===== src/rtl/oerv_immdec_p.sv =====
// Immediate decoder that captures an instruction word and streams its 32-bit
// immediate (and the CSR zimm field) W bits per beat, LSB-first.
module oerv_immdec_p #(
  parameter int W = 8
) (
  input  logic        i_clk,
  input  logic        i_rst_n,
  input  logic        i_wb_en,
  input  logic [31:7] i_wb_rdt,
  input  logic [2:0]  i_imm_type,
  input  logic        i_cnt_en,
  output logic [4:0]  o_rd_addr,
  output logic [4:0]  o_rs1_addr,
  output logic [4:0]  o_rs2_addr,
  output logic [W-1:0] o_imm,
  output logic [W-1:0] o_csr_imm,
  output logic        o_valid,
  output logic        o_last
);

  localparam int NB = 32 / W;
  localparam int BW = (NB > 1) ? $clog2(NB) : 1;
  localparam logic [BW-1:0] LAST_BEAT = BW'(NB - 1);

  typedef enum logic {
    ST_IDLE,
    ST_STREAM
  } state_t;

  typedef enum logic [2:0] {
    FMT_NONE = 3'd0,
    FMT_I    = 3'd1,
    FMT_S    = 3'd2,
    FMT_B    = 3'd3,
    FMT_U    = 3'd4,
    FMT_J    = 3'd5
  } fmt_t;

  state_t        state_q;
  logic [BW-1:0] beat_q;
  logic [31:7]   word_q;
  logic [2:0]    fmt_q;

  logic [31:0]   imm;
  logic [31:0]   imm_win;
  logic [31:0]   csr_win;

  // Reset outranks load, and load outranks advance, so an abort or a
  // same-edge load simply restarts the stream at beat 0.
  always_ff @(posedge i_clk) begin
    // NOTE: sequential state uses non-blocking assignments only; the reset
    // branch is synchronous, so it lives inside the clocked block.
    if (!i_rst_n) begin
      state_q <= ST_IDLE;
      beat_q  <= '0;
      word_q  <= '0;
      fmt_q   <= FMT_NONE;
    end else if (i_wb_en) begin
      state_q <= ST_STREAM;
      beat_q  <= '0;
      word_q  <= i_wb_rdt;
      fmt_q   <= i_imm_type;
    end else if (i_cnt_en && state_q == ST_STREAM) begin
      if (beat_q == LAST_BEAT) begin
        state_q <= ST_IDLE;
        beat_q  <= '0;
      end else begin
        beat_q  <= beat_q + 1'b1;
      end
    end
  end

  always_comb begin
    // NOTE: default first so every path assigns imm and no latch is inferred.
    imm = '0;
    case (fmt_q)
      FMT_I:   imm = {{20{word_q[31]}}, word_q[31:20]};
      FMT_S:   imm = {{20{word_q[31]}}, word_q[31:25], word_q[11:7]};
      FMT_B:   imm = {{19{word_q[31]}}, word_q[31], word_q[7], word_q[30:25],
                      word_q[11:8], 1'b0};
      FMT_U:   imm = {word_q[31:12], 12'b0};
      FMT_J:   imm = {{11{word_q[31]}}, word_q[31], word_q[19:12], word_q[20],
                      word_q[30:21], 1'b0};
      default: imm = '0;
    endcase
  end

  // Bring the current beat down to bit 0 so the output is a fixed low slice.
  assign imm_win = imm >> (int'(beat_q) * W);
  assign csr_win = {27'b0, word_q[19:15]} >> (int'(beat_q) * W);

  assign o_valid    = (state_q == ST_STREAM);
  assign o_last     = o_valid && (beat_q == LAST_BEAT);
  assign o_imm      = o_valid ? imm_win[W-1:0] : '0;
  assign o_csr_imm  = o_valid ? csr_win[W-1:0] : '0;

  assign o_rd_addr  = word_q[11:7];
  assign o_rs1_addr = word_q[19:15];
  assign o_rs2_addr = word_q[24:20];

endmodule


===== config.mk =====
export PLATFORM = sky130hd
export DESIGN_NAME = oerv_immdec_p
export DESIGN_NICKNAME = d
export VERILOG_FILES = /design/src/rtl/oerv_immdec_p.sv
export SDC_FILE = /design/constraint.sdc
export NUM_CORES = 1
export LEC_CHECK = 0
export ABC_CLOCK_PERIOD_IN_PS = 3200
export CAP_MARGIN = 40
export CORE_MARGIN = 2
export CORE_UTILIZATION = 55
export CTS_BUF_LIST = sky130_fd_sc_hd__clkbuf_2 sky130_fd_sc_hd__clkbuf_4 sky130_fd_sc_hd__clkbuf_8
export DETAILED_ROUTE_END_ITERATION = 10
export DONT_BUFFER_PORTS = 1
export PLACE_DENSITY = 0.7
export SYNTH_ARGS = -nofsm -noshare
export SYNTH_HDL_FRONTEND = slang
export SYNTH_SLANG_ARGS = --single-unit

===== constraint.sdc =====
create_clock -name i_clk -period 3.2 [get_ports i_clk]
set_clock_uncertainty 0.2 [all_clocks]
set_input_delay 0.8 -clock i_clk [delete_from_list [all_inputs] [get_ports i_clk]]
set_output_delay 0.8 -clock i_clk [all_outputs]
set_load 0.05 [all_outputs]

==> impl_metrics.ini <==
[status]
outcome = complete, no violations

[power]
p_total_uw = 893
ir_drop_mv = 0.247
leakage_uw = 0.000871
powerDensity_nw_per_um2 = 429

[synth]
synth_area_leaders = dfxtp_1 31%, mux2i_1 16%, nor2b_1 9.8%, buf_4 8.8%, nand2_1 3.6%
synth.avg_cell_area_um2 = 8.57
yosys.area.top_type = dfxtp_1
synth.distinct_cells = 40
synth_edf_count = 0
synth_top_area_share = 0.315
synth_cells = 230
ys_ff_latch = 31
ys_top_cells_by_count = 31 x dfxtp_1, 31 x mux2i_1, 31 x nor2b_1, 23 x buf_4, 19 x nand2_1
synthArstFlopShare = 0
yosysWarnings = 0
syn_area_um2 = 1970
ys_seq_area_frac = 0.315
synthFlopType = dfxtp_1

[clocking]
numCtsBuffers = 5
clock_latency_ns = 0.33
htree_levels = 2
cts_setup_buffers = 0
cts.sinks = 31
cts_root_buffer = clkbuf_4
cts_tree = yes
cts_max_path_buffers = 2
clk_pin_slew_ns = 0.09

[worst_setup_path]
reg2reg_depth = 4
r2r_setup_slack_ns = 1.70
worst_r2r_startpoint = beat_q[0]$_SDFFE_PP0P_
max_stage_delay_ns = 0.65
crit_path_max_fanout = 14
timing.rr.end = o_valid$_SDFFE_PN0P_
crit_slowest_cell = nor2_1
worstSetupStartpointType = flop
end_kind = output port
startpoint = beat_q[0]$_SDFFE_PP0P_
path_cells = nor2_1 > o221ai_1 > nand2_1 > a211oi_2 > buf_4
required_ns = 2.20
arrival_ns = 2.14
cp-endpoint = o_imm[1]
critPathKind = flop to output port

[global_routing]
grt_max_degree = 31
first_global_vias = 1585
antenna_found_initial = 0
grt_remaining_overflow = 0
grt_pass1_wl_um = 7880
grt_usage = 0.249

[final_layout]
final_core_util = 0.615
n_fill_cell = 305
drive_above_1_share = 0.191
finish.net_count = 262
synthToLayoutAreaGrowth_pct = 5.71
antenna_cells = 0
fin_area_um2 = 2080

[sta]
fmax_mhz = 318
relSlewSlack = 0.501
finalMaxSlewViolations = 0
setup_viol_count_final = 0
hold_ws_ns = 0.339
fin_crit_ns = 3.14
worstMarginPinSlew_ns = 0.746
min_period_over_period = 0.981
hold_violations = 0

[placement]
place_area_um2 = 2010
gp_congestion = 0.925
port_buffers = 0
dpl.hpwl_um = 3630

[detailed_routing]
dr.pass1.iters = 4
drt_iter0_drc = 49
vias_per_cell = 5.81
ant_nets = 0
drt_wl_total_um = 4960
post_drt_wl_per_cell_um = 18.0
drc = 0
num_vias = 1603

[floorplanning]
start_util = 0.582
fp.dieH_um = 63.9
die_w_um = 63.9
row_count = 21
ios = 65
coreArea_um2 = 3390
dieArea_um2 = 4080

[min_path]
min_path_type = flop to flop

[flow_run]
maxCapViolCount = 0
## cells in the final DEF (no fill, tap or decap), types with 3 or more instances in the layout
| cell type | instances |
|---|---|
| nand4_1 | 4 |
| buf_4 | 25 |
| and2_1 | 3 |
| nor2b_1 | 31 |
| inv_1 | 3 |
| and3_1 | 5 |
| nand2_1 | 19 |
| clkbuf_4 | 6 |
| nor2_1 | 10 |
| mux2i_1 | 31 |
| o211ai_1 | 4 |
| dfxtp_1 | 29 |
| nand3b_1 | 3 |
| a21oi_1 | 10 |
| conb_1 | 3 |
| a31oi_1 | 4 |
| nand2b_1 | 8 |
## logic make-up after synthesis
family | synth area share
other cells | 0.00190
flops | 0.315
fa+ha+maj | 0.00634
mux | 0.172
buf+inv | 0.122
simple gates | 0.251
compound gates | 0.131
## worst min path at each step
stage	cells after the start	to	from	slack (ns)
final	2	word_q[12]$_SDFFE_PN0P_	word_q[12]$_SDFFE_PN0P_	0.34
after global routing	2	word_q[13]$_SDFFE_PN0P_	word_q[13]$_SDFFE_PN0P_	0.36
after CTS	2	word_q[12]$_SDFFE_PN0P_	word_q[12]$_SDFFE_PN0P_	0.34
after detailed placement	2	word_q[28]$_SDFFE_PN0P_	word_q[28]$_SDFFE_PN0P_	0.32
after global placement	2	word_q[28]$_SDFFE_PN0P_	word_q[28]$_SDFFE_PN0P_	0.30
after floorplan	2	word_q[28]$_SDFFE_PN0P_	word_q[28]$_SDFFE_PN0P_	0.27
## area by class of cell
type | instances | area, um^2 | area share
multi-input combinational | 163 | 1130 | 0.543
sequential | 31 | 623 | 0.299
timing repair buffer | 25 | 188 | 0.0900
clock buffer | 8 | 72.6 | 0.0348
tap | 46 | 57.6 | 0.0276
inverter | 3 | 11.3 | 0.00540
## layer usage
metal	track usage	wire length [um]	vias to the layer above
met3	0.0616	324	7
li1	-	-	777
met1	0.307	2150	758
met2	0.422	2430	61
met5	0	0	-
met4	0.0815	52	0
## critical path, delay by kind of cell, from the launching register on
family                 cells  cell delay (ns)
and+or+nand+nor            2             0.79
DFF                        1             0.49
AOI/OAI and AO/OA          2             0.31
buffers and inverters      1             0.21
## state kept, by name, summed over array words and instances (netlist names)
name	flops
word_q	25
beat_q	2
fmt_q	3
o_valid	1
## through the flow
stage,cells,TNS (ns),worst slack [ns]
final,276,0,0.0593
after global routing,276,-0.0180,-0.0171
after CTS,276,0,0.0278
after detailed placement,268,0,0.394
after global placement,268,0,0.380
after floorplan,232,0,0.0932
## power breakdown
part,switching (uW),total (uW),internal (uW)
Sequential,30.8,439,408
Combinational,115,181,66.1
Clock,135,273,138
## repair_timing
item	4_1_cts	5_1_grt
gates resized for setup	0	2
setup endpoints to repair	0	8
hold buffers	0	0
hold endpoints to repair	0	0
Power figures use the tool's default switching activity.
